File: config.mk
export PLATFORM = sky130hd
export DESIGN_NAME = zx_kbd_remote_flat
export DESIGN_NICKNAME = d
export VERILOG_FILES = /design/src/rtl/zx_kbd_pkg.sv /design/src/rtl/zx_kbd_remote_if.sv /design/src/rtl/zx_kbd_colmux.sv /design/src/rtl/zx_kbd_remote.sv /design/src/flat_wrapper.sv
export SDC_FILE = /design/constraint.sdc
export NUM_CORES = 1
export LEC_CHECK = 0
export CORE_MARGIN = 5
export CORE_UTILIZATION = 35
export DETAILED_ROUTE_END_ITERATION = 8
export HOLD_SLACK_MARGIN = 0.03
export PLACE_DENSITY = 0.55
export SYNTH_ARGS = -nofsm -noshare
export SYNTH_HDL_FRONTEND = slang
export SYNTH_SLANG_ARGS = --single-unit
File: constraint.sdc
create_clock -name clock -period 1.8 [get_ports clock]
set_input_delay 0.45 -clock clock [delete_from_list [all_inputs] [get_ports clock]]
set_output_delay 0.45 -clock clock [all_outputs]
set_load 0.02 [all_outputs]
File: src/rtl/zx_kbd_pkg.sv
// Shared definitions for the ZX81 remote keyboard matrix: geometry, the
// matrix type and the auto-release state encoding.
package zx_kbd_pkg;

  localparam int         KBD_ROWS    = 8;
  localparam int         KBD_COLS    = 5;
  localparam logic [2:0] KBD_COL_ALL = 3'd7;

  // matrix[r][c] = 1 while remote key (row r, column c) is held
  typedef logic [KBD_ROWS-1:0][KBD_COLS-1:0] kbd_matrix_t;

  typedef enum logic {
    AR_IDLE  = 1'b0,
    AR_ARMED = 1'b1
  } ar_state_e;

endpackage

File: src/rtl/zx_kbd_remote_if.sv
// Signal bundle between the serial peripheral / ULA side (master) and the
// remote keyboard block (slave).
interface zx_kbd_remote_if;
  import zx_kbd_pkg::*;

  // Handshake: there is no ready. Each 0->1 transition of kb_strobe is one
  // event; press/row/col must be stable on the clock edge where kb_strobe is
  // first seen high, and kb_strobe must be seen low for at least one edge
  // before the next event.
  logic                kb_strobe;
  logic                press;
  logic [2:0]          row;
  logic [2:0]          col;
  logic [7:0]          cpu_addr_hi;
  logic [KBD_COLS-1:0] phys_cols_n;
  logic [KBD_COLS-1:0] kbd_cols_n;
  logic                any_key;
  logic [7:0]          event_cnt;
  logic                autorel_pulse;
  ar_state_e           ar_state;

  modport master (
    output kb_strobe, press, row, col, cpu_addr_hi, phys_cols_n,
    input  kbd_cols_n, any_key, event_cnt, autorel_pulse, ar_state
  );

  modport slave (
    input  kb_strobe, press, row, col, cpu_addr_hi, phys_cols_n,
    output kbd_cols_n, any_key, event_cnt, autorel_pulse, ar_state
  );

endinterface

File: src/rtl/zx_kbd_colmux.sv
// Row-select of the remote matrix by the active-low CPU address byte, merged
// (wired-AND, active-low) with the physical keyboard columns.
module zx_kbd_colmux
  import zx_kbd_pkg::*;
(
  input  kbd_matrix_t         matrix,
  input  logic [7:0]          cpu_addr_hi,
  input  logic [KBD_COLS-1:0] phys_cols_n,
  output logic [KBD_COLS-1:0] cols_n_next
);

  logic [KBD_COLS-1:0] hit;

  always_comb begin
    hit = '0;
    for (int r = 0; r < KBD_ROWS; r++) begin
      if (!cpu_addr_hi[r]) hit = hit | matrix[r];
    end
    cols_n_next = phys_cols_n & ~hit;
  end

endmodule

File: src/rtl/zx_kbd_remote.sv
// Remote keyboard matrix fed by serial strobe events, merged into ULA reads.
// Optional stuck-key auto-release is built when ZX_KBD_AUTORELEASE_EN is defined.
module zx_kbd_remote
  import zx_kbd_pkg::*;
#(
  parameter int HOLD_CYCLES = 2500000,
  parameter int CNT_W       = 22
) (
  input  logic            clock,
  input  logic            reset_n,
  zx_kbd_remote_if.slave  bus
);

  if (HOLD_CYCLES < 2 || longint'(HOLD_CYCLES) >= (longint'(1) << CNT_W)) begin : g_param_check
    $error("zx_kbd_remote: HOLD_CYCLES must be >= 2 and below 2**CNT_W");
  end

  logic                strobe_d;
  logic                ev;
  logic                col_ok;
  logic                auto_clear;
  kbd_matrix_t         matrix;
  kbd_matrix_t         matrix_ev;
  kbd_matrix_t         matrix_next;
  logic [KBD_COLS-1:0] cols_next;

  assign ev     = bus.kb_strobe & ~strobe_d;
  assign col_ok = (bus.col < 3'(KBD_COLS));

  // Matrix after applying this cycle's event (if any), before auto-release
  always_comb begin
    matrix_ev = matrix;
    if (ev) begin
      if (col_ok) matrix_ev[bus.row][bus.col] = bus.press;
      else if (bus.col == KBD_COL_ALL && !bus.press) matrix_ev = '0;
    end
  end

  assign matrix_next = auto_clear ? '0 : matrix_ev;

  zx_kbd_colmux u_colmux (
    .matrix      (matrix),
    .cpu_addr_hi (bus.cpu_addr_hi),
    .phys_cols_n (bus.phys_cols_n),
    .cols_n_next (cols_next)
  );

  always_ff @(posedge clock or negedge reset_n) begin
    if (!reset_n) begin
      strobe_d       <= 1'b1;
      matrix         <= '0;
      bus.kbd_cols_n <= '1;
      bus.any_key    <= 1'b0;
      bus.event_cnt  <= 8'd0;
    end else begin
      strobe_d       <= bus.kb_strobe;
      matrix         <= matrix_next;
      bus.kbd_cols_n <= cols_next;
      bus.any_key    <= |matrix;
      if (ev) bus.event_cnt <= bus.event_cnt + 8'd1;
    end
  end

`ifdef ZX_KBD_AUTORELEASE_EN
  localparam logic [CNT_W-1:0] HOLD_LOAD = CNT_W'(HOLD_CYCLES - 1);

  ar_state_e        state, state_next;
  logic [CNT_W-1:0] cnt, cnt_next, cnt_dec;
  logic             press_ev;

  assign press_ev = ev & bus.press & col_ok;
  // Saturate so a non-press event landing on expiry leaves the count at 0
  assign cnt_dec  = (cnt == '0) ? '0 : cnt - CNT_W'(1);

  always_comb begin
    state_next = state;
    cnt_next   = cnt;
    auto_clear = 1'b0;
    case (state)
      AR_IDLE: begin
        if (press_ev) begin
          state_next = AR_ARMED;
          cnt_next   = HOLD_LOAD;
        end
      end
      AR_ARMED: begin
        if (ev) begin
          cnt_next = press_ev ? HOLD_LOAD : cnt_dec;
          if (matrix_ev == '0) begin
            state_next = AR_IDLE;
            cnt_next   = '0;
          end
        end else if (cnt == '0) begin
          auto_clear = 1'b1;
          state_next = AR_IDLE;
        end else begin
          cnt_next = cnt_dec;
        end
      end
    endcase
  end

  always_ff @(posedge clock or negedge reset_n) begin
    if (!reset_n) begin
      state             <= AR_IDLE;
      cnt               <= '0;
      bus.autorel_pulse <= 1'b0;
    end else begin
      state             <= state_next;
      cnt               <= cnt_next;
      bus.autorel_pulse <= auto_clear;
    end
  end

  assign bus.ar_state = state;
`else
  assign auto_clear        = 1'b0;
  assign bus.autorel_pulse = 1'b0;
  assign bus.ar_state      = AR_IDLE;
`endif

endmodule
File: src/flat_wrapper.sv
// flat-port wrapper written by rule: the top's interface ports become plain ports
module zx_kbd_remote_flat import zx_kbd_pkg::*;
#(
  parameter int HOLD_CYCLES = 2500000,
  parameter int CNT_W       = 22
)
  (clock, reset_n, bus_kb_strobe, bus_press, bus_row, bus_col, bus_cpu_addr_hi, bus_phys_cols_n, bus_kbd_cols_n, bus_any_key, bus_event_cnt, bus_autorel_pulse, bus_ar_state);
  zx_kbd_remote_if bus_i ();
  input  logic clock;
  input  logic reset_n;
  input wire logic [$bits(bus_i.kb_strobe)-1:0] bus_kb_strobe;
  input wire logic [$bits(bus_i.press)-1:0] bus_press;
  input wire logic [$bits(bus_i.row)-1:0] bus_row;
  input wire logic [$bits(bus_i.col)-1:0] bus_col;
  input wire logic [$bits(bus_i.cpu_addr_hi)-1:0] bus_cpu_addr_hi;
  input wire logic [$bits(bus_i.phys_cols_n)-1:0] bus_phys_cols_n;
  output wire logic [$bits(bus_i.kbd_cols_n)-1:0] bus_kbd_cols_n;
  output wire logic [$bits(bus_i.any_key)-1:0] bus_any_key;
  output wire logic [$bits(bus_i.event_cnt)-1:0] bus_event_cnt;
  output wire logic [$bits(bus_i.autorel_pulse)-1:0] bus_autorel_pulse;
  output wire logic [$bits(bus_i.ar_state)-1:0] bus_ar_state;
  assign bus_i.kb_strobe = bus_kb_strobe;
  assign bus_i.press = bus_press;
  assign bus_i.row = bus_row;
  assign bus_i.col = bus_col;
  assign bus_i.cpu_addr_hi = bus_cpu_addr_hi;
  assign bus_i.phys_cols_n = bus_phys_cols_n;
  assign bus_kbd_cols_n = bus_i.kbd_cols_n;
  assign bus_any_key = bus_i.any_key;
  assign bus_event_cnt = bus_i.event_cnt;
  assign bus_autorel_pulse = bus_i.autorel_pulse;
  assign bus_ar_state = bus_i.ar_state;
  zx_kbd_remote #(.HOLD_CYCLES(HOLD_CYCLES), .CNT_W(CNT_W)) u_core (.clock(clock), .reset_n(reset_n), .bus(bus_i));
endmodule
==> impl_metrics.yaml, run 1 <==
power_and_ir_drop:
  p_sw_mw: 0.978
  cell_internal_pwr_mw: 2.14
  switching_share: 0.314
  power_density_nw_per_um2: 820
  clkPwrFrac: 0.263
  leakage_nw: 1.70
  ir_worst_vdd_mv: 0.537
  comb_power_share: 0.242
  p_seq_frac: 0.494
place:
  portBuffers: 36
  hpwl_mm: 6.12
  gp_congestion: 0.821
  dp.cells: 452
timing:
  hold_slack_ns: 0.478
  min_period_ns: 1.73
  min_period_over_period: 0.960
  fmax_ghz: 0.579
  fin_setup_tns_ns: 0
  drv_slew: 0
  skew_ns: 0.00556
  setup_viol: 0
  hold_viol: 0
detailed_routing:
  wl_per_cell_um: 19.1
  first_iter_violations: 168
  finalWirelength_mm: 8.81
  firstDrtPassIters: 4
  vias: 2587
  postRouteAntennaNets: 0
  drc: 0
  viasPerCell: 5.62
die:
  die_h_um: 103
  start_util: 0.355
  num_rows: 34
  die_x_um: 103
  die_area_um2: 10700
  io_pins: 39
  core_um2: 8590
logic_synthesis:
  synth_largest_area_cell: "dfrtp_1"
  synth_top_area_share: 0.402
  yosysSeqAreaShare: 0.453
  synth_area_per_cell_um2: 10.2
  syn_inst: 300
  yosysUniqueCellTypes: 36
  yosysWarnings: 0
  synth.top_cells.by_area: "dfrtp_1, o221ai_1, o211ai_1"
  synth_area_um2: 3050
  synth-seq-cells: 55
global_routing:
  track_usage: 0.175
  grt_pass1_vias: 2598
  grt_max_degree: 41
  grt_pass1_wl_mm: 14.3
  overflow: 0
  antenna_found_initial: 0
cts:
  insertion_delay_ns: 0.31
  htreeDepth: 2
  clk_pin_slew_ns: 0.10
  cts_buffer_depth: 2
  cts_tree: "yes"
  cts_root_buffer: "clkbuf_8"
  clkSinkCount: 55
  cts_buffers: 5
setup_path:
  worst-setup-path-type: "primary input to register"
  crit_chain: "clkdlybuf4s50_1 -> buf_4 -> or3_1 -> o211ai_1 -> o221ai_1"
  crit_arrival_ns: 1.91
  timing.reg2reg.setup_slack_ns: 0.22
  cp.required_ns: 1.98
  slowest_stage: "clkdlybuf4s50_1"
  cp_top_family: "buffers and inverters"
  worstPathMaxFanout: 8
  slowest_delay_ns: 0.46
  end_kind: "register"
  startpoint_type: "primary input"
  crit_buf_inv: 2
finish:
  layout_common_cells: "dfrtp_1, inv_1, o221ai_1"
  drive_gt1_frac: 0.165
  diodes: 0
  syn2layout_area_growth_pct: 24.6
  fin_nets: 376
  fin_cells: 460
  final_util: 0.443
  final_common_cell: "dfrtp_1"
status:
  status: "finished, final reports clean"
worst_hold_path:
  hold_class: "register to register"
flow_run:
  max_cap_viol_count: 0
==> registers in the layout (all words and copies together), names as in the netlist <==
register	flops
u_core.strobe_d	1
u_core.matrix	40
u_core.bus.any_key	1
u_core.bus.event_cnt	8
u_core.bus.kbd_cols_n	5
==> kinds of logic after synthesis <==
group,after synthesis,synth area share
other,1,0.00123
DFF,55,0.453
xor gates and xnor gates,7,0.0201
buffers and inverters,65,0.105
AOI/OAI and AO/OA,97,0.263
adders and majority gates,1,0.00410
muxes,1,0.00369
and+or+nand+nor,73,0.150
==> cell type report <==
type	instances	area, um^2
Clock inverter	1	30.0
Tap cell	108	135
Inverter	40	150
Multi-Input combinational cell	181	1360
Sequential cell	55	1380
Clock buffer	6	72.6
Timing Repair Buffer	69	671
Fill cell	858	4790
==> synth_stat cells (all sizes together) <==
| library cell | number |
|---|---|
| nor2 | 7 |
| nand3b | 7 |
| conb | 1 |
| nor2b | 1 |
| o2111ai | 5 |
| nand4b | 1 |
| o21ai | 6 |
| inv | 40 |
| and3 | 1 |
| o21a | 1 |
| nand2 | 5 |
| dfstp | 6 |
| nand4 | 5 |
| o22ai | 5 |
| nand3 | 2 |
| and4bb | 1 |
| buf | 23 |
| ha | 1 |
| o211ai | 40 |
| dfrtp | 49 |
| nand2b | 15 |
| xor2 | 4 |
| or3b | 6 |
| mux2 | 1 |
| nor3 | 2 |
| or3 | 3 |
| clkbuf | 2 |
| nor4 | 15 |
| o221ai | 40 |
| xnor2 | 3 |
| and3b | 2 |
==> path summary, 6_finish.rpt <==
kind	from	endpoint	cells past startpoint
max	bus_col[0]	u_core.matrix[15]$_DFFE_PN0P_	5
min	u_core.bus.event_cnt[7]$_DFFE_PN0P_	u_core.bus.event_cnt[7]$_DFFE_PN0P_	1
max reg2reg	u_core.matrix[9]$_DFFE_PN0P_	u_core.bus.any_key$_DFF_PN0_	3
min reg2reg	u_core.bus.event_cnt[7]$_DFFE_PN0P_	u_core.bus.event_cnt[7]$_DFFE_PN0P_	1
max in group asynchronous	reset_n	u_core.bus.kbd_cols_n[4]$_DFF_PN1_	3
min in group asynchronous	reset_n	u_core.matrix[32]$_DFFE_PN0P_	2
==> metal layers <==
metal | global-route usage | routed length (um) | vias to the layer above
met1 | 0.246 | 4000 | 1256
met2 | 0.279 | 4130 | 76
met3 | 0.0282 | 573 | 7
met5 | 0 | 0 | -
met4 | 0.0488 | 106 | 0
li1 | - | - | 1248
==> repair_timing <==
action | 4_1_cts | 5_1_grt
endpoints found under the hold margin | 9 | 0
buffers inserted | 0 | 0
endpoints found under the setup margin | 10 | 7
hold buffers | 1 | 0
pin swaps | 0 | 0
resized for setup | 10 | 9
==> power by group through the flow <==
stage,Clock (mW),Combinational [mW],Sequential [mW]
CTS,0.843,0.764,1.54
global route,0.885,0.837,1.57
finish,0.822,0.756,1.54
global placement,0,0.786,1.56
floorplan,0,0.387,1.61
detailed placement,0,0.799,1.56
==> through the flow <==
stage                     total power, mW  area (um^2)  setup WS [ns]
after detailed placement             2.36         3680         -0.295
after floorplan                      1.99         3060          0.303
after global routing                 3.29         3800       -0.00135
after global placement               2.35         3680         -0.259
after CTS                            3.15         3780        0.00517
final                                3.12         3800         0.0715
(Power assumes the default switching activity.)
==> run 2, diff against run 1 <==
CORE_MARGIN = default   (was 5)
==> impl_metrics.yaml, run 2 (synthesis results as in run 1) <==
power_and_ir_drop:
  comb_power_share: 0.248
  power_density_nw_per_um2: 798
  cell_internal_pwr_mw: 2.05
  p_sw_mw: 0.994
  clkPwrFrac: 0.245
  p_seq_frac: 0.507
  ir_worst_vdd_mv: 0.475
  leakage_nw: 1.67
  switching_share: 0.327
timing:
  min_period_over_period: 0.971
  skew_ns: 0.00754
  min_period_ns: 1.75
  fin_ws_ns: 0.0524
  setup_viol: 0
  fmax_ghz: 0.572
  drv_slew: 0
  fin_setup_tns_ns: 0
  hold_viol: 0
setup_path:
  slowest_delay_ns: 0.61
  reg2regPathDepth: 3
  worst-setup-path-type: "register to primary output"
  startpoint_type: "register"
  slowest_stage: "clkdlybuf4s50_1"
  crit_arrival_ns: 1.30
  path_depth: 1
  worstPathMaxFanout: 2
  crit_buf_inv: 1
  cp.required_ns: 1.35
  crit_chain: "clkdlybuf4s50_1"
  end_kind: "primary output"
  cp_top_family: "buffers and inverters"
finish:
  diodes: 0
  syn2layout_area_growth_pct: 24.8
  fin_cells: 462
  layout_common_cells: "dfrtp_1, inv_1, o221ai_1"
  fillCellCount: 832
  largest_register_ffs: 40
  regMostFlops: "u_core.matrix"
  fin_nets: 380
  drive_gt1_frac: 0.179
  final_util: 0.457
  top_regs: "u_core.matrix: 40 flops, u_core.bus.event_cnt: 8 flops, u_core.bus.kbd_cols_n: 5 flops"
  final_common_cell: "dfrtp_1"
place:
  gp_congestion: 0.793
  hpwl_mm: 6.15
  portBuffers: 36
  pre_cts_ws_ns: -0.307
  dp.cells: 454
global_routing:
  overflow: 0
  grt_pass1_vias: 2473
  grt_pass1_wl_mm: 13.8
  antenna_found_initial: 0
  grt_max_degree: 41
  track_usage: 0.203
cts:
  clkSinkCount: 55
  cts_tree: "yes"
  htreeDepth: 2
  postCtsHoldBufs: 0
  cts_buffers: 5
  cts_buffer_depth: 2
  cts_root_buffer: "clkbuf_8"
  clk_pin_slew_ns: 0.10
  insertion_delay_ns: 0.31
flow_run:
  max_cap_viol_count: 0
die:
  core_um2: 8340
  die_x_um: 95.4
  num_rows: 33
  start_util: 0.366
  io_pins: 39
  die_h_um: 95.4
  die_area_um2: 9100
detailed_routing:
  wl_per_cell_um: 18.7
  firstDrtPassIters: 4
  finalWirelength_mm: 8.65
  viasPerCell: 5.68
  vias: 2622
  drc: 0
  first_iter_violations: 176
  postRouteAntennaNets: 0
worst_hold_path:
  hold_class: "primary input to async pin"
status:
  status: "finished, final reports clean"
==> run 2: worst paths after layout <==
check / slack (ns) / endpoint / startpoint
setup reg to reg: 0.22 / u_core.bus.any_key$_DFF_PN0_ / u_core.matrix[9]$_DFFE_PN0P_
hold reg to reg: 0.48 / u_core.bus.event_cnt[7]$_DFFE_PN0P_ / u_core.bus.event_cnt[7]$_DFFE_PN0P_
hold / removal: 0.07 / u_core.matrix[27]$_DFFE_PN0P_ / reset_n
max in group asynchronous: 1.18 / u_core.bus.kbd_cols_n[0]$_DFF_PN1_ / reset_n
min in group clock: 0.48 / u_core.bus.event_cnt[7]$_DFFE_PN0P_ / u_core.bus.event_cnt[7]$_DFFE_PN0P_
setup / recovery: 0.05 / bus_event_cnt[7] / u_core.bus.event_cnt[7]$_DFFE_PN0P_
==> run 2: metrics by stage <==
stage,power [mW],hold WS (ns),area [um^2]
floorplan,1.99,0.154,3060
global placement,2.36,0.437,3710
detailed placement,2.36,0.425,3710
CTS,3.06,0.0855,3800
global route,3.21,0.0981,3810
finish,3.04,0.0743,3810
==> run 2: layer usage <==
metal | GRT usage | wire length [um]
met2 | 0.312 | 3950
met1 | 0.296 | 4150
met5 | 0 | 0
met4 | 0.0448 | 74
met3 | 0.0359 | 477
==> run 2: final cells by class <==
| cell class | count | area (um^2) | area share |
|---|---|---|---|
| tap | 105 | 131 | 0.0345 |
| clock buffer | 7 | 86.3 | 0.0227 |
| multi-input combinational | 181 | 1360 | 0.358 |
| clock inverter | 1 | 8.76 | 0.00230 |
| sequential | 55 | 1380 | 0.363 |
| inverter | 40 | 150 | 0.0394 |
| timing repair buffer | 73 | 687 | 0.180 |
==> run 2: power groups by stage <==
stage	sequential, mW	clock [mW]	combinational (mW)
3_3_place_gp	1.57	0	0.790
2_1_floorplan	1.61	0	0.387
4_1_cts	1.54	0.760	0.759
3_5_place_dp	1.56	0	0.803
6_report	1.54	0.746	0.753
5_1_grt	1.57	0.808	0.832
==> run 2: worst register-to-register path, delay by kind of cell, from the launching register on <==
kind,cells,cell delay (ns)
DFF,1,0.44
and+or+nand+nor,3,1.02
==> run 2: repair_timing <==
item | CTS | global route
endpoints found under the setup margin | 11 | 24
buffers inserted | 0 | 0
gates resized for setup | 11 | 5
==> run 3, diff against run 2 <==
CTS_CLUSTER_SIZE = 8   (was default)
==> results of run 3 <==
Final layout, timing and power as in run 2 (identical DEF).
